**src/rtl/div_unit.sv**
```systemverilog
// div_unit: iterative radix-2 restoring divider for MIPS DIV/DIVU.
// Holds the pipeline via stall_o and returns {remainder, quotient}.
module div_unit (
    input  logic        clk,
    input  logic        rst,
    input  logic        start_i,
    input  logic        signed_div_i,
    input  logic [31:0] opdata1_i,
    input  logic [31:0] opdata2_i,
    input  logic        annul_i,
    output logic [63:0] result_o,
    output logic        ready_o,
    output logic        stall_o
);

    typedef enum logic [1:0] {
        S_IDLE,
        S_DIVZERO,
        S_ON,
        S_END
    } state_t;

    state_t      r_state;
    logic [63:0] r_rem;
    logic [31:0] r_dvs;
    logic [5:0]  r_cnt;
    logic        r_neg_q;
    logic        r_neg_r;
    logic [63:0] r_result;

    logic        w_sign1;
    logic        w_sign2;
    logic [31:0] w_abs1;
    logic [31:0] w_abs2;
    logic [64:0] w_shift;
    logic [32:0] w_diff;
    logic [63:0] w_next;
    logic [31:0] w_quot;
    logic [31:0] w_remd;

    assign w_sign1 = signed_div_i & opdata1_i[31];
    assign w_sign2 = signed_div_i & opdata2_i[31];
    assign w_abs1  = w_sign1 ? (~opdata1_i + 32'd1) : opdata1_i;
    assign w_abs2  = w_sign2 ? (~opdata2_i + 32'd1) : opdata2_i;

    // Partial remainder lives in [63:32], quotient bits shift in at [0].
    assign w_shift = {r_rem, 1'b0};
    assign w_diff  = w_shift[64:32] - {1'b0, r_dvs};
    assign w_next  = w_diff[32] ? w_shift[63:0]
                                : {w_diff[31:0], w_shift[31:1], 1'b1};

    assign w_quot = r_neg_q ? (~w_next[31:0] + 32'd1) : w_next[31:0];
    assign w_remd = r_neg_r ? (~w_next[63:32] + 32'd1) : w_next[63:32];

    always_ff @(posedge clk or posedge rst) begin
        if (rst) begin
            r_state  <= S_IDLE;
            r_rem    <= 64'd0;
            r_dvs    <= 32'd0;
            r_cnt    <= 6'd0;
            r_neg_q  <= 1'b0;
            r_neg_r  <= 1'b0;
            r_result <= 64'd0;
        end else begin
            case (r_state)
                S_IDLE: begin
                    if (!annul_i && start_i) begin
                        if (opdata2_i == 32'd0) begin
                            r_state <= S_DIVZERO;
                        end else begin
                            r_rem   <= {32'd0, w_abs1};
                            r_dvs   <= w_abs2;
                            r_neg_q <= w_sign1 ^ w_sign2;
                            r_neg_r <= w_sign1;
                            r_cnt   <= 6'd0;
                            r_state <= S_ON;
                        end
                    end
                end
                S_DIVZERO: begin
                    if (annul_i) begin
                        r_state <= S_IDLE;
                    end else begin
                        r_result <= 64'd0;
                        r_state  <= S_END;
                    end
                end
                S_ON: begin
                    if (annul_i) begin
                        r_state <= S_IDLE;
                    end else begin
                        r_rem <= w_next;
                        r_cnt <= r_cnt + 6'd1;
                        if (r_cnt == 6'd31) begin
                            r_result <= {w_remd, w_quot};
                            r_state  <= S_END;
                        end
                    end
                end
                S_END: begin
                    r_state <= S_IDLE;
                end
                default: begin
                    r_state <= S_IDLE;
                end
            endcase
        end
    end

    assign result_o = r_result;
    assign ready_o  = (r_state == S_END) & ~annul_i;
    assign stall_o  = ((r_state == S_IDLE) & start_i & ~annul_i)
                    | (r_state == S_DIVZERO)
                    | (r_state == S_ON);

endmodule
```
**config.mk**
```make
export PLATFORM = sky130hd
export DESIGN_NAME = div_unit
export DESIGN_NICKNAME = d
export VERILOG_FILES = /design/src/rtl/div_unit.sv
export SDC_FILE = /design/constraint.sdc
export NUM_CORES = 1
export LEC_CHECK = 0
export CORE_ASPECT_RATIO = 1.2
export CORE_MARGIN = 2
export CORE_UTILIZATION = 40
export CTS_CLUSTER_SIZE = 30
export DETAILED_ROUTE_END_ITERATION = 10
export SYNTH_ARGS = -nofsm -noshare
export SYNTH_HDL_FRONTEND = slang
export SYNTH_SLANG_ARGS = --single-unit
```
**constraint.sdc**
```tcl
create_clock -name clk -period 14.29 [get_ports clk]
set_clock_uncertainty 0.15 [all_clocks]
set_input_delay 2.858 -clock clk [delete_from_list [all_inputs] [get_ports clk]]
set_output_delay 2.858 -clock clk [all_outputs]
set_load 0.02 [all_outputs]
```
==> metrics <==
status=finished clean; post-cts sizing count=0; final hold slack=0.328 ns; CP max-delay cell=clkdlybuf4s50_1; Diodes inserted=0; vias in the first global route=10323; synth cell count leaders=274 x nand2_1, 189 x o21ai_0, 170 x dfrtp_1; dominant synthesized flop cell=dfrtp_1; Cells after Synth=1532; Post-CTS Hold Fix Bufs=0; Finished Core Util=47.5%; Leakage=0.00611 uW; most frequent cell after synthesis=nand2_1; minimum clock period=7.39 ns; maximum number of pins on one net before global-route repair=131; FF+latch count, synth=170; Post-synth EDFFs=0; Max Clk Rate=135 MHz; Die X=163 um; # setup viols final=0; Clk pin slew, worst setup/hold paths=0.07 ns; PD cells=261 mW/mm^2; initial antenna violation count=0; fin cells=2020; post-synthesis cell type count=80; routed vias=10881; final-report max-slew violation count=0; WL/cell=16.5 um; critical path required time=11.28 ns; layout net count=1722; RSZ-0062 raised after global routing=false; Post-route DRC=0; MaxCap Viol Count=0; reg2reg setup slack=8.09 ns; number of setup buffers added after CTS=0; area share of the largest cell type after synthesis=34.8%; Avg Inst Size Synth=7.97 um^2; min-delay worst type=flop to flop; GPL Wtd Cong=0.880; Worst-Skew Late Latency=0.45 ns; ranking of synthesized cells by area=dfrtp_1 35%, nand2_1 8.4%, o21ai_0 7.7%; Post-synth ARST share=100%; Design Area, Final=0.0144 mm^2; Inserted Clock Buffers=17; measured slew at the worst slew-check pin=1.19 ns; critical path arrival=4.38 ns; top-level I/O count=135; CP Capture Type=primary output; total core area=0.0303 mm^2; GRT overflow=0; worst vdd ir=0.132 mV; Mapped Area=0.0122 mm^2; Tot GR Track Use=21.1%; Post-DP Area=0.0138 mm^2; Core Rows=70; slowest stage delay, CP=0.60 ns; Chip Height=195 um; placed wire-length estimate=24300 um; Initial DRC Count=650; post-synth top area cell=dfrtp_1; Placed Cells=1988; Warnings, synthesis=0; CTS Sinks=170; Setup TNS=0 ns; Fin. Hold Viols=0; relative slew slack=20.8%; TritonCTS clock tree=done; CP Class=input pin to primary output; CTS root buffer=clkbuf_16; share of cells above drive strength 1=5.05%; H-tree levels=4; Initial Utilization=40.3%; sequential share of the synthesized area=34.8%; fin crit share=51.7%; port bufs=134; DRT Pass-1 Iters=5; Area growth, synth to finish=17.8%; DRT Wirelength=33200 um; startpoint types=input pin; cell mode on critical path=clkdlybuf4s50_1; CP Max Fanout=5; Die ar.=0.0319 mm^2; drt via density=5.39; antenna viol nets, final=0; Post-Syn Nets=1643; buffer depth of the longest clock path=2; first-pass GRT wire length=53700 um; ordered list of cells on the worst path=clkdlybuf4s50_1 -> nor2b_1 -> a211o_1 -> clkdlybuf4s50_1
[area by class of cell]
type	instances	area, um^2
clock buffers	21	460
clock inverters	11	134
fillers	3065	15900
inverters	54	208
multi-input cells	1226	7430
flip-flops and latches	170	4250
well taps	396	495
repair buffers	142	1400
[sequential cells by signal, indices dropped and copies added, names as in the netlist]
register / count
r_rem: 64
r_dvs: 32
r_cnt: 6
r_neg_q: 1
r_neg_r: 1
result_o: 64
r_state: 2
[cells by family after synthesis]
logic type / count (synthesis) / share of synthesized area (%)
AO/OA/AOI/OAI: 452 / 22.2
XOR/XNOR: 146 / 10.5
adder cells (fa/ha/maj): 42 / 4.37
buffers and inverters: 136 / 4.55
flip-flops: 170 / 34.8
multiplexers: 30 / 2.76
AND/OR/NAND/NOR: 556 / 20.8
[final timing paths]
kind | cells past startpoint | end | startpoint
worst min-delay path | 2 | result_o[17]$_DFFE_PP0P_ | result_o[17]$_DFFE_PP0P_
worst max-delay path | 4 | stall_o | annul_i
min in group asynchronous | 2 | result_o[1]$_DFFE_PP0P_ | rst
worst min register to register | 2 | result_o[17]$_DFFE_PP0P_ | result_o[17]$_DFFE_PP0P_
worst max register to register | 21 | result_o[62]$_DFFE_PP0P_ | r_rem[31]$_DFFE_PP0P_
max in group asynchronous | 3 | r_cnt[5]$_DFFE_PP0P_ | rst
[critical path, delay by kind of cell]
family | cells | cell delay [ns]
AND/OR/NAND/NOR | 1 | 0.26
AO/OA/AOI/OAI | 1 | 0.18
buffers and inverters | 2 | 1.08
[report_power, final]
part | switching [uW] | total, uW | internal (uW)
Clock | 212 | 482 | 270
Combinational | 1470 | 2390 | 925
Sequential | 196 | 885 | 689
[per-stage QoR]
step,power (uW),worst slack (ns)
after global routing,4100,6.82
after global placement,3240,6.95
final,3760,6.90
after CTS,3780,6.90
after floorplan,2640,6.68
after detailed placement,3280,6.90
[per-layer routing]
layer	vias to the layer above	global-route usage, %	wire, um
met5	-	0	0
met4	0	5.26	406
met2	256	36.6	16400
li1	5503	-	-
met1	5091	27.8	15200
met3	31	2.80	1300
[placed cells by master (no fill, tap or decap), types with 5 or more instances in the layout]
master / synthesis / layout
dfrtp_1: 170 / 170
a31oi_1: 9 / 9
nor3_1: 30 / 30
clkbuf_16: 0 / 17
nand3b_1: 6 / 6
clkdlybuf4s50_1: 0 / 134
buf_4: 0 / 8
xnor2_1: 54 / 54
nor2_1: 129 / 129
or3_1: 15 / 15
or4_1: 6 / 6
nor4_1: 11 / 11
xor2_1: 92 / 92
o31ai_1: 44 / 44
a21o_1: 10 / 10
and3_1: 12 / 12
ha_1: 41 / 40
o41ai_1: 8 / 8
inv_1: 53 / 52
o21a_1: 6 / 6
mux2_2: 9 / 9
a21oi_1: 115 / 115
inv_6: 0 / 5
o21ai_1: 14 / 13
o211ai_1: 9 / 9
mux2i_1: 19 / 19
o21ai_0: 189 / 189
a211oi_1: 6 / 6
and2_1: 6 / 5
nand2b_1: 11 / 11
nand3_1: 15 / 15
nand2_1: 274 / 274
nand4_1: 7 / 7
No activity file was read; power rests on OpenSTA's default activity.
